===== src/rtl/spi_master_arbiter.sv =====
// Round-robin arbiter that shares one SPI master between NUM_REQ requesters.
// It serialises whole words, returns each read-back word to its owner and bounds every transfer with a timeout.
module spi_master_arbiter #(
  parameter int unsigned NUM_REQ        = 2,
  parameter int unsigned SPI_DATA_WIDTH = 32,
  parameter int unsigned TIMEOUT_CYCLES = 4096
) (
  input  logic                                i_clock,
  input  logic                                i_reset,
  input  logic [NUM_REQ-1:0]                  i_req_valid,
  input  logic [NUM_REQ*SPI_DATA_WIDTH-1:0]   i_req_data,
  output logic [NUM_REQ-1:0]                  o_req_ready,
  output logic [NUM_REQ-1:0]                  o_rsp_done,
  output logic [SPI_DATA_WIDTH-1:0]           o_rsp_data,
  output logic                                o_rsp_error,
  output logic [2:0]                          o_grant_id,
  output logic                                o_busy,
  output logic                                o_enable,
  output logic [SPI_DATA_WIDTH-1:0]           o_data,
  input  logic                                i_done,
  input  logic                                i_busy,
  input  logic [SPI_DATA_WIDTH-1:0]           i_data
);

  localparam int unsigned IDX_W   = $clog2(NUM_REQ);
  localparam int unsigned CNT_W   = (TIMEOUT_CYCLES > 1) ? $clog2(TIMEOUT_CYCLES) : 1;
  localparam int unsigned TO_LAST = (TIMEOUT_CYCLES == 0) ? 0 : TIMEOUT_CYCLES - 1;
  localparam bit          TO_EN   = (TIMEOUT_CYCLES != 0);

  typedef enum logic [1:0] {
    IDLE      = 2'd0,
    WAIT_DONE = 2'd1,
    GAP       = 2'd2
  } state_e;

  state_e                    state_q, state_d;
  logic [IDX_W-1:0]          last_grant_q, last_grant_d;
  logic [CNT_W-1:0]          cnt_q, cnt_d;
  logic                      enable_q, enable_d;
  logic [SPI_DATA_WIDTH-1:0] data_q, data_d;
  logic [NUM_REQ-1:0]        ready_q, ready_d;
  logic [NUM_REQ-1:0]        rsp_done_q, rsp_done_d;
  logic [SPI_DATA_WIDTH-1:0] rsp_data_q, rsp_data_d;
  logic                      rsp_error_q, rsp_error_d;
  logic [2:0]                grant_q, grant_d;
  logic                      busy_q, busy_d;

  logic [SPI_DATA_WIDTH-1:0] req_word [NUM_REQ];
  logic                      win_found;
  logic [IDX_W-1:0]          win_idx;
  logic [IDX_W-1:0]          cand_idx;

  for (genvar k = 0; k < NUM_REQ; k++) begin : g_word
    assign req_word[k] = i_req_data[k*SPI_DATA_WIDTH +: SPI_DATA_WIDTH];
  end

  // Search downwards from the farthest candidate so the nearest one after last_grant wins.
  always_comb begin
    win_found = 1'b0;
    win_idx   = '0;
    cand_idx  = '0;
    for (int unsigned i = NUM_REQ; i > 0; i--) begin
      cand_idx = IDX_W'((32'(last_grant_q) + i) % NUM_REQ);
      if (i_req_valid[cand_idx]) begin
        win_found = 1'b1;
        win_idx   = cand_idx;
      end
    end
  end

  always_comb begin
    state_d      = state_q;
    last_grant_d = last_grant_q;
    cnt_d        = cnt_q;
    enable_d     = enable_q;
    data_d       = data_q;
    grant_d      = grant_q;
    ready_d      = '0;
    rsp_done_d   = '0;
    rsp_data_d   = '0;
    rsp_error_d  = 1'b0;

    unique case (state_q)
      IDLE: begin
        if (win_found) begin
          data_d           = req_word[win_idx];
          enable_d         = 1'b1;
          ready_d[win_idx] = 1'b1;
          grant_d          = 3'(win_idx);
          last_grant_d     = win_idx;
          cnt_d            = '0;
          state_d          = WAIT_DONE;
        end
      end
      WAIT_DONE: begin
        cnt_d = cnt_q + CNT_W'(1);
        // A completion on the timeout cycle takes precedence over the error.
        if (i_done) begin
          enable_d                 = 1'b0;
          rsp_done_d[last_grant_q] = 1'b1;
          rsp_data_d               = i_data;
          state_d                  = GAP;
        end else if (TO_EN && (cnt_q == CNT_W'(TO_LAST))) begin
          enable_d                 = 1'b0;
          rsp_done_d[last_grant_q] = 1'b1;
          rsp_error_d              = 1'b1;
          state_d                  = GAP;
        end
      end
      GAP: begin
        enable_d = 1'b0;
        if (!i_busy) begin
          state_d = IDLE;
        end
      end
      default: begin
        enable_d = 1'b0;
        state_d  = IDLE;
      end
    endcase

    busy_d = (state_d != IDLE);
  end

  always_ff @(posedge i_clock) begin
    if (!i_reset) begin
      state_q      <= IDLE;
      last_grant_q <= IDX_W'(NUM_REQ - 1);
      cnt_q        <= '0;
      enable_q     <= 1'b0;
      data_q       <= '0;
      ready_q      <= '0;
      rsp_done_q   <= '0;
      rsp_data_q   <= '0;
      rsp_error_q  <= 1'b0;
      grant_q      <= '0;
      busy_q       <= 1'b0;
    end else begin
      state_q      <= state_d;
      last_grant_q <= last_grant_d;
      cnt_q        <= cnt_d;
      enable_q     <= enable_d;
      data_q       <= data_d;
      ready_q      <= ready_d;
      rsp_done_q   <= rsp_done_d;
      rsp_data_q   <= rsp_data_d;
      rsp_error_q  <= rsp_error_d;
      grant_q      <= grant_d;
      busy_q       <= busy_d;
    end
  end

  assign o_enable    = enable_q;
  assign o_data      = data_q;
  assign o_req_ready = ready_q;
  assign o_rsp_done  = rsp_done_q;
  assign o_rsp_data  = rsp_data_q;
  assign o_rsp_error = rsp_error_q;
  assign o_grant_id  = grant_q;
  assign o_busy      = busy_q;

endmodule


===== config.mk =====
export PLATFORM = sky130hd
export DESIGN_NAME = spi_master_arbiter
export DESIGN_NICKNAME = d
export VERILOG_FILES = /design/src/rtl/spi_master_arbiter.sv
export SDC_FILE = /design/constraint.sdc
export NUM_CORES = 1
export LEC_CHECK = 0
export CAP_MARGIN = 30
export CELL_PAD_IN_SITES_DETAIL_PLACEMENT = 2
export CELL_PAD_IN_SITES_GLOBAL_PLACEMENT = 2
export CORE_MARGIN = 5
export CORE_UTILIZATION = 21
export DETAILED_ROUTE_END_ITERATION = 16
export PLACE_DENSITY_LB_ADDON = 0.1
export SETUP_SLACK_MARGIN = 0.05
export SLEW_MARGIN = 20
export SYNTH_ARGS = -nofsm -noshare
export SYNTH_HDL_FRONTEND = slang
export SYNTH_SLANG_ARGS = --single-unit

===== constraint.sdc =====
create_clock -name i_clock -period 2 [get_ports i_clock]
set_input_delay 0.6 -clock i_clock [delete_from_list [all_inputs] [get_ports i_clock]]
set_output_delay 0.6 -clock i_clock [all_outputs]
set_load 0.05 [all_outputs]

==> results.md <==
- Count of antenna diodes in the layout: 0
- Share of synthesized cell area in full adder, half adder and majority cells: 0.00392
- Number of buffers created by CTS: 9
- Fraction of post-synthesis cell area in the top cell type by area: 0.546
- Global-route wire length before repair: 19700 microns
- Root cell of the clock tree: clkbuf_16
- Ratio of cells with drive above 1 in the final layout: 0.224
- Instance count of the mapped netlist: between 300 and 400
- Critical path's slowest cell: clkdlybuf4s50_1
- Max Freq: about 550 MHz
- Clock latency on the worst-skew pair: roughly 0.34 ns
- Die Y-Extent: 133 microns
- Unique cell type count in the Yosys netlist: 42
- Max-slew violation count: 0
- Antenna Nets Post-Route: 0
- Status: finished clean
- Worst-case clock buffer depth: 2
- First-pass iteration count of the detailed router: 4
- Overflow left after global routing: 0
- Clock-pin slew on the worst setup and hold paths: 0.07 ns
- Number of post-CTS setup repair buffers: 0
- Vias per std cell: around 4.5
- Overall routed net length: 12000 microns
- Clock tree from TritonCTS: yes
- Post-synthesis simple-gate area fraction: 0.188
- H-tree depth: 3
- Initial antenna violation count: 0
- Crit Reg-Reg Startpoint: cnt_q[0]
- Yosys warnings: 0
- Starting Density: 0.212
- Maximum fanout along the worst path: 20
- Largest area contributor in the netlist: dfxtp_1
- Synthesized-area fraction occupied by xor and xnor cells: 0.00275
- Min cycle time layout: approximately 1.8 ns
- Most used flip-flop cell after synthesis: dfxtp_1
- Hold Violations, Final: 0
- Cell depth of the worst setup path: 6
- Hold buffers post-CTS: 0
- Number of max-cap violations: 0
- Number of DRC violations after detailed routing: 0
- Share of the clock period used by the worst path after layout: 0.909
- RSZ-0062 raised after global routing: no
- Area of the mapped netlist: 0.00319 sq mm
- Largest net degree at the start of global routing: 32
- Share of synthesized registers carrying an async set or reset: 0
- CP Launch Type: input port
- Kind of critical path: in -> reg
- Number of primary I/O pins: 176
- Fraction of the mapped netlist area in compound gates: 0.146
- Number of buffers and inverters on the critical path: 2
- Critical Path, Cell by Cell: clkdlybuf4s50_1 > nor2_1 > nor3_4 > buf_4 > o21ai_0 > a21oi_1
- Number of cells on the worst reg-to-reg path: 6
- Horizontal die dimension: 133 microns
- Sink Count: 87
- Std cell rows: 45
- Final routed wire length divided by cell count: 17.0 microns
- Overall power: between 4 and 5 mW
- Total routing usage reported by global routing: 0.141
- Die Outline Area: 0.0177 sq mm
- Ranking of synthesized cells by instance count: 87 x dfxtp_1, 38 x nor2_1, 33 x and2_1
- Mean post-synth cell area: 9.60 sq um
- Data required time of the worst path: 2.27 ns
- Estimated wirelength of the detail-placed design: slightly above 9000 microns
- Final count of negative-setup-slack endpoints: 0
- Via count of the first global-routing pass: 3676
- Floorplan core area: 0.0150 sq mm
- Dominant combinational cell family by area after synthesis: simple AND/OR/NAND/NOR gates
- Largest delay share family, worst path: buffers and inverters
- Arrival time at the worst endpoint: 2.09 ns
- Leading post-synthesis cells by cell area: dfxtp_1 55%, mux2i_1 6.6%, and2_1 6.5%, nor2_1 4.5%, a21oi_1 4.1%
- Power per Cell Area: ~900 mW/mm^2
- Post-synthesis register bit count: 87
- Buffers added on ports: 173
- Most repeated cell in the gate-level netlist after synthesis: dfxtp_1
- Number of vias in the routed layout: 3153
- Hold wc startpoint: o_grant_id[0]
- Worst clock skew: 0.00712 ns
- Tightest Hold Check Type: reg -> reg
- Setup crit end kind: flop
- GPL Wtd Cong: around 0.71
- Area growth from synthesis to final layout: 68.1%
- Fraction of the yosys area taken by sequential cells: 0.546
- CP startpoint: i_req_valid[0]
- Leakage: 2.20 nW
- DRT iter0 DRCs: 92
- Post-layout nets: 617
- Number of instances resized during post-cts repair: 0
- Number of flops mapped to enable cells by yosys: 0
- Worst path max stage delay: 0.56 ns
- Worst Hold Depth: 2
- Largest vdd supply drop: around 0.38 mV
- Mux cell area share after synthesis: 0.0659
- Final standard cell utilization of the core: 0.356
cells in the final DEF, fill, tap and decap left out, types with 3 or more instances in the layout:
cell type        instances
a21oi_1                 26
and2_1                  33
buf_12                   4
buf_4                   90
clkbuf_16                9
clkdlybuf4s50_1        101
dfxtp_1                 87
inv_1                    3
inv_6                    3
mux2i_1                 21
nand2_1                 14
nand3_1                  9
nor2_1                  38
nor3_1                   7
o21ai_0                 25
o221ai_1                13
worst register-to-register path, stage by stage, from the launching register on:
cell     delay, ns
dfxtp_1       0.38
ha_1          0.23
nand4_1       0.17
nor4_1        0.32
buf_4         0.20
o21ai_0       0.10
nor4b_1       0.16
report_power, final:
part	switching, mW	total (mW)	internal [mW]
sequential	0.0690	1.93	1.86
combinational	0.750	1.24	0.493
clock	0.755	1.65	0.892
flip-flops by register name (all words and copies together), names as in the netlist, 2 cells and up:
name         flops
cnt_q           12
o_rsp_data      32
o_data          32
o_rsp_done       2
o_req_ready      2
state_q          2
area by class of cell:
cell class	count	area [sq um]
Clock inverter	6	50.0
Fill cell	1634	9680
Clock buffer	10	239
Sequential cell	87	1740
Timing Repair Buffer	195	1770
Tap cell	188	235
Inverter	3	11.3
Multi-Input combinational cell	218	1310
kinds of logic after synthesis:
group	Yosys count
AO/OA/AOI/OAI	77
XOR/XNOR	1
adder cells (fa/ha/maj)	1
buffers and inverters	28
flip-flops	87
multiplexers	21
other	1
AND/OR/NAND/NOR	116
final timing paths:
check,slack [ns],endpoint
setup / recovery,0.18,o_data[10]
hold / removal,0.46,o_grant_id[0]
setup reg to reg,0.32,o_enable
hold reg to reg,0.46,o_grant_id[0]
per-stage QoR:
| stage | setup TNS (ns) | hold WS [ns] | cell area (sq um) | worst slack (ns) | std cells |
|---|---|---|---|---|---|
| after floorplan | 0 | 0.442 | 3190 | 0.372 | 333 |
| after global placement | -1.59 | 0.449 | 5070 | -0.0802 | 691 |
| after detailed placement | -3.33 | 0.453 | 5070 | -0.194 | 691 |
| after CTS | 0 | 0.463 | 5360 | 0.160 | 707 |
| after global routing | 0 | 0.484 | 5360 | 0.0757 | 707 |
| final | 0 | 0.455 | 5360 | 0.181 | 707 |
routing by layer:
metal	up-vias	GRT usage	wire length, microns
met4	0	0.0537	236
met5	-	0	0
met3	14	0.0736	1100
li1	1513	-	-
met2	98	0.226	5850
met1	1528	0.161	4850
Power figures use the tool's default switching activity.
